===== config.mk =====
export PLATFORM = sky130hd
export DESIGN_NAME = pfb_mac_out_stage_flat
export DESIGN_NICKNAME = d
export VERILOG_FILES = /design/src/rtl/pfb_pkg.sv /design/src/rtl/pfb_mac_out_stage_if.sv /design/src/rtl/pfb_skid_fifo2.sv /design/src/rtl/pfb_mac_out_stage.sv /design/src/flat_wrapper.sv
export SDC_FILE = /design/constraint.sdc
export NUM_CORES = 1
export LEC_CHECK = 0
export ABC_AREA = 1
export CAP_MARGIN = 20
export CORE_ASPECT_RATIO = 2
export CORE_MARGIN = 2
export CORE_UTILIZATION = 48
export CTS_CLUSTER_SIZE = 30
export DETAILED_ROUTE_END_ITERATION = 8
export GPL_ROUTABILITY_DRIVEN = 0
export GPL_TIMING_DRIVEN = 0
export PLACE_DENSITY = 0.87
export SETUP_SLACK_MARGIN = 0.4
export SYNTH_ARGS = -nofsm -noshare
export SYNTH_HDL_FRONTEND = slang
export SYNTH_HIERARCHICAL = 1
export SYNTH_SLANG_ARGS = --single-unit

===== constraint.sdc =====
create_clock -name clk -period 2.1 [get_ports clk]
set_clock_uncertainty 0.15 [all_clocks]
set_input_delay 0.42 -clock clk [delete_from_list [all_inputs] [get_ports clk]]
set_output_delay 0.42 -clock clk [all_outputs]
set_load 0.02 [all_outputs]

===== src/rtl/pfb_pkg.sv =====
// pfb_pkg: shared polyphase-filter constants and the output round/saturate helper.
package pfb_pkg;
  localparam int P_W             = 48;
  localparam int DSP_A_W         = 25;
  localparam int DSP_B_W         = 16;
  localparam int PFB_MAC_LATENCY = 4;

  typedef struct packed {
    logic             sat;
    logic [P_W-1:0]   val;
  } rs_t;

  // Round half up at bit shift, then clamp to a signed out_w range; one guard bit keeps the add exact.
  function automatic rs_t round_sat(input logic [P_W-1:0] p, input int shift, input int out_w);
    logic signed [P_W:0] one, r, t, mx, mn;
    rs_t o;
    one   = 1;
    r     = $signed({p[P_W-1], p}) + (one <<< (shift - 1));
    t     = r >>> shift;
    mx    = (one <<< (out_w - 1)) - one;
    mn    = -mx - one;
    o.sat = (t > mx) || (t < mn);
    o.val = (t > mx) ? mx[P_W-1:0] : (t < mn) ? mn[P_W-1:0] : t[P_W-1:0];
    return o;
  endfunction
endpackage


===== src/rtl/pfb_mac_out_stage_if.sv =====
// pfb_mac_out_stage_if: AXI-Stream sample bus with channel index and frame end.
interface pfb_mac_out_stage_if #(
  parameter int OUT_W   = 16,
  parameter int TUSER_W = 8
);
  logic [OUT_W-1:0]   tdata;
  logic               tvalid;
  logic               tready;
  logic [TUSER_W-1:0] tuser;
  logic               tlast;
  modport master (output tdata, tvalid, tuser, tlast, input tready);
  modport slave  (input tdata, tvalid, tuser, tlast, output tready);
endinterface


===== src/rtl/pfb_skid_fifo2.sv =====
// pfb_skid_fifo2: two-entry FIFO whose head register drives the outputs directly.
module pfb_skid_fifo2 #(
  parameter int DW = 8
) (
  input  logic          clk,
  input  logic          rst,
  input  logic          push,
  input  logic [DW-1:0] din,
  input  logic          ready,
  output logic [DW-1:0] dout,
  output logic          valid,
  output logic [1:0]    count
);
  logic [DW-1:0] s1;
  logic          pop;
  logic [1:0]    lvl;
  assign valid = count != 2'd0;
  assign pop   = valid & ready;
  // lvl is the occupancy left after this edge's pop, i.e. the slot a push lands in
  assign lvl   = count - {1'b0, pop};
  always_ff @(posedge clk) begin
    if (rst) begin
      count <= 2'd0;
      dout  <= '0;
      s1    <= '0;
    end else begin
      count <= lvl + {1'b0, push};
      dout  <= (push && lvl == 2'd0) ? din : pop ? s1 : dout;
      s1    <= (push && lvl == 2'd1) ? din : s1;
    end
  end
endmodule


===== src/rtl/pfb_mac_out_stage.sv =====
// pfb_mac_out_stage: tail of the PFB MAC cascade; tracks sideband through the DSP latency and
// emits rounded, saturated samples on AXI-Stream, turning backpressure into the cascade ce.
module pfb_mac_out_stage
  import pfb_pkg::*;
#(
  parameter int LATENCY = PFB_MAC_LATENCY,
  parameter int SHIFT   = 24,
  parameter int OUT_W   = 16,
  parameter int TUSER_W = 8
) (
  input  logic               clk,
  input  logic               sync_reset,
  input  logic               in_valid,
  input  logic [TUSER_W-1:0] in_tuser,
  input  logic               in_tlast,
  output logic               ce_out,
  input  logic [P_W-1:0]     p_in,
  pfb_mac_out_stage_if.master m_axis,
  output logic               sat_flag
);
  localparam int DW = TUSER_W + 1 + OUT_W;

  logic [LATENCY-1:0] pv, pl;
  logic [TUSER_W-1:0] pu [LATENCY];
  logic [OUT_W:0]     rs;
  logic               push;
  logic [DW-1:0]      head;
  logic [1:0]         count;

  function automatic logic [OUT_W:0] rnd(input logic [P_W-1:0] p);
    rs_t r;
    r = round_sat(p, SHIFT, OUT_W);
    return {r.sat, r.val[OUT_W-1:0]};
  endfunction

  // Sideband moves only with ce so it stays aligned with the DSP register stages
  always_ff @(posedge clk) begin
    if (sync_reset) begin
      pv <= '0;
      pl <= '0;
      for (int i = 0; i < LATENCY; i++) pu[i] <= '0;
    end else if (ce_out) begin
      pv    <= {pv[LATENCY-2:0], in_valid};
      pl    <= {pl[LATENCY-2:0], in_tlast};
      pu[0] <= in_tuser;
      for (int i = 1; i < LATENCY; i++) pu[i] <= pu[i-1];
    end
  end

  assign rs     = rnd(p_in);
  assign push   = ce_out & pv[LATENCY-1];
  assign ce_out = count != 2'd2;

  always_ff @(posedge clk) begin
    if (sync_reset) sat_flag <= 1'b0;
    else if (push && rs[OUT_W]) sat_flag <= 1'b1;
  end

  pfb_skid_fifo2 #(.DW(DW)) u_fifo (
    .clk   (clk),
    .rst   (sync_reset),
    .push  (push),
    .din   ({pu[LATENCY-1], pl[LATENCY-1], rs[OUT_W-1:0]}),
    .ready (m_axis.tready),
    .dout  (head),
    .valid (m_axis.tvalid),
    .count (count)
  );

  assign {m_axis.tuser, m_axis.tlast, m_axis.tdata} = head;
endmodule


===== src/flat_wrapper.sv =====
// flat-port wrapper written by rule: the top's interface ports become plain ports
module pfb_mac_out_stage_flat import pfb_pkg::*;
#(
  parameter int LATENCY = PFB_MAC_LATENCY,
  parameter int SHIFT   = 24,
  parameter int OUT_W   = 16,
  parameter int TUSER_W = 8
)
  (clk, sync_reset, in_valid, in_tuser, in_tlast, ce_out, p_in, sat_flag, m_axis_tdata, m_axis_tvalid, m_axis_tuser, m_axis_tlast, m_axis_tready);
  pfb_mac_out_stage_if #(.OUT_W(OUT_W), .TUSER_W(TUSER_W)) m_axis_i ();
  input  logic clk;
  input  logic sync_reset;
  input  logic in_valid;
  input  logic [TUSER_W-1:0] in_tuser;
  input  logic in_tlast;
  output logic ce_out;
  input  logic [P_W-1:0] p_in;
  output logic sat_flag;
  output wire logic [$bits(m_axis_i.tdata)-1:0] m_axis_tdata;
  output wire logic [$bits(m_axis_i.tvalid)-1:0] m_axis_tvalid;
  output wire logic [$bits(m_axis_i.tuser)-1:0] m_axis_tuser;
  output wire logic [$bits(m_axis_i.tlast)-1:0] m_axis_tlast;
  input wire logic [$bits(m_axis_i.tready)-1:0] m_axis_tready;
  assign m_axis_tdata = m_axis_i.tdata;
  assign m_axis_tvalid = m_axis_i.tvalid;
  assign m_axis_tuser = m_axis_i.tuser;
  assign m_axis_tlast = m_axis_i.tlast;
  assign m_axis_i.tready = m_axis_tready;
  pfb_mac_out_stage #(.LATENCY(LATENCY), .SHIFT(SHIFT), .OUT_W(OUT_W), .TUSER_W(TUSER_W)) u_core (.clk(clk), .sync_reset(sync_reset), .in_valid(in_valid), .in_tuser(in_tuser), .in_tlast(in_tlast), .ce_out(ce_out), .p_in(p_in), .m_axis(m_axis_i), .sat_flag(sat_flag));
endmodule

==> impl_metrics.tcl <==
set metrics [dict create \
    end_kind "register" \
    comb_power_share_pct 44.6 \
    route.detailed.drc 0 \
    arrival_ps 2620 \
    dp.cells 888 \
    vdd_drop_max_uv 770.4 \
    cts_tree "yes" \
    firstDrtPassIters 8 \
    period_share_pct 120.6 \
    grt_pass1_vias 5221 \
    num_rows 53 \
    yosysMostFrequentCell "nand2_1" \
    dieArea_um2 11580 \
    hpwl_mm 8.916 \
    synth_nets 750 \
    antenna_found_initial 0 \
    yosysSeqAreaShare_pct 42.54 \
    overflow 0 \
    fin_util_pct 71.42 \
    gr-usage-all-layers_pct 25.88 \
    cts_hold_buffers 0 \
    area_growth_pct 45.88 \
    synth_top_cell_area_share_pct 23.80 \
    min_to "u_core/sat_flag" \
    pin_count 89 \
    leakage_nw 3.265 \
    setup_viol 31 \
    min_path_cells 2 \
    fillers 745 \
    intPower_w 0.004386 \
    setup_ws_ps -433.2 \
    worstMarginPinSlew_ps 601.9 \
    violations "negative setup slack" \
    synth-seq-cells 93 \
    yosysWarnings 6 \
    synth_edf_count 32 \
    synthCells 686 \
    wl_mm 17.42 \
    status "finished, violations left" \
    timing.rr.start "u_core/u_fifo/count[1]" \
    fin_cells 962 \
    hold_viol_final 0 \
    via_count 5502 \
    reg2reg_to "u_core/u_fifo/dout[2]" \
    cts_max_path_buffers 2 \
    fmax_mhz 394.8 \
    postPlaceCellArea_um2 6112 \
    routed_via_density 5.719 \
    r2r_slack_ps -30 \
    htree_levels 3 \
    clock-root-buffer "clkbuf_16" \
    finalNetCount 884 \
    rr_worst_depth 14 \
    hp-class "register to register" \
    drtAntennaViolNets 0 \
    crit_fanout 6 \
    post_drt_wl_per_cell_um 18.11 \
    diodes 0 \
    syn_area_um2 5130 \
    path_class "input port to register" \
    cap_violations 0 \
    die_w_um 77.10 \
    pwr-share-seq_pct 33.1 \
    rsz0062_at_grt "true" \
    switchingPower_w 0.002842 \
    core-area_um2 10480 \
    max_slew_margin_pct 59.87 \
    start_util_pct 48.96 \
    holdWs_ps 307.8 \
    grt_pass1_wl_mm 23.85 \
    drt_iter0_drc 566 \
    avgSynthCellArea_um2 7.478 \
    design_area_um2 7483 \
    yosysUniqueCellTypes 33 \
    portBuffers 65 \
    period_needed_ps 2533 \
    drive_above_1_share_pct 34.30 \
    yosys-top-cells-area "dfxtp_1, edfxtp_1, nand2_1" \
    grt_max_degree 40 \
    async_flop_share_pct 0 \
    synth_flop_cell "dfxtp_1" \
    power_frac_clock_pct 22.3 \
    synthTopCellsByCount "nand2_1, nor2_1, inv_1, dfxtp_1, a21oi_1" \
    startpoint_type "input port" \
    die_h_um 150.2 \
    clk_pin_slew_ps 70 \
    cts_inserted_buffers 9 \
    synth_top_area_cell "dfxtp_1" \
    clk_latency_ps 350 \
    min_from "u_core/sat_flag" \
    clock-sinks 93 \
    cp.required_ps 2180 \
    maxSlewViolCount 0 \
    powerDensity_nw_per_um2 965.8 \
    p_sw_share_pct 39.32 \
]
[worst max-delay path by stage]
stage	from	to	slack (ps)
detailed placement	p_in[23]	u_core/u_fifo/dout[6]	-1030
global route	p_in[23]	u_core/u_fifo/dout[4]	-510
finish	p_in[23]	u_core/u_fifo/s1[0]	-430
global placement	p_in[23]	u_core/u_fifo/dout[14]	-980
CTS	p_in[24]	u_core/u_fifo/dout[7]	-50
floorplan	p_in[23]	u_core/u_fifo/s1[10]	-90
[layer usage]
metal  global-route usage (%)  up-vias  part of all wire, %
met5                        0        -                    0
met4                    19.55        0                  7.1
met3                    4.077      117                  6.0
met2                    50.04      350                   55
met1                    23.61     2551                   32
li1                         -     2484                    -
[metrics by stage]
step,setup TNS (ps),setup slack (ps),total power [W]
final,-10020,-433.2,0.007227
after global placement,-39920,-982.8,0.004450
after floorplan,-1900,-90.02,0.003925
after CTS,-965.4,-53.05,0.006821
after detailed placement,-42590,-1025,0.004509
after global routing,-13100,-507.9,0.007492
[registers in the layout (all words and copies together) (netlist names)]
register	cells
u_core/pl	4
u_core/u_fifo/s1	25
u_core/u_fifo/dout	25
u_core/pu	32
u_core/sat_flag	1
u_core/u_fifo/count	2
u_core/pv	4
[cells by family (layout without fill, tap and decap cells)]
family | count (synthesis) | count (layout) | synth area share, %
AO/OA/AOI/OAI | 79 | 79 | 8.658
buffers and inverters | 115 | 254 | 10.07
XOR/XNOR | 13 | 13 | 2.366
adder cells (fa/ha/maj) | 3 | 3 | 0.7318
flip-flops | 93 | 93 | 42.54
AND/OR/NAND/NOR | 383 | 383 | 35.63
[power groups by stage]
stage,Sequential (W),Combinational [W],Clock [W]
6_report,0.00239,0.00322,0.00161
5_1_grt,0.00241,0.00338,0.00170
4_1_cts,0.00236,0.00285,0.00161
3_5_place_dp,0.00239,0.00212,0
3_3_place_gp,0.00237,0.00208,0
2_1_floorplan,0.00237,0.00155,0
[cell usage in the layout, fill, tap and decap left out, types with 5 or more instances in the layout]
cell type	n
nand2_1	134
nor2_1	79
dfxtp_1	59
inv_1	58
buf_4	37
a21oi_1	35
nand2_2	32
edfxtp_1	32
dlygate4sd2_1	29
buf_2	27
nand3b_1	25
nand3_1	25
nand4_1	25
buf_6	23
a21oi_2	16
nand2_4	14
nand3_2	14
buf_8	12
nor2_2	12
clkbuf_16	11
clkdlybuf4s50_1	11
nor2_4	11
inv_2	9
o21ai_4	7
xor2_1	7
o21ai_2	6
o22ai_1	6
inv_8	5
buf_16	5
xnor2_1	5
o21ai_0	5
[timing repair]
action | 4_1_cts | 5_1_grt
gates cloned | 10 | 3
resized for setup | 239 | 79
endpoints found under the setup margin | 150 | 82
setup buffers | 33 | 12
pin swaps | 43 | 57
[critical path, cell delays in order]
cell      delay (ps)
buf_8             80
ha_4             150
nand2_4           50
nor2_4           210
nand3_4          120
nor2_4           130
buf_4            130
nand3_1           80
nand2_2           80
nand2_1           60
nor2_1           170
nand2_1          120
nand2_4          100
buf_12           120
buf_12           130
nand2_2           70
nand3b_1         180
nand2_1          130
nor2_1            70
[final cells by class]
| class | count | area (µm²) | share of cell area (%) |
|---|---|---|---|
| Multi-Input combinational cell | 478 | 2957 | 39.51 |
| Sequential cell | 93 | 2190 | 29.26 |
| Timing Repair Buffer | 123 | 1176 | 15.72 |
| Buffer | 38 | 370.4 | 4.949 |
| Inverter | 77 | 325.3 | 4.347 |
| Clock buffer | 9 | 225.2 | 3.010 |
| Tap cell | 137 | 171.4 | 2.291 |
| Clock inverter | 7 | 68.82 | 0.9196 |
Power figures use the tool's default switching activity.
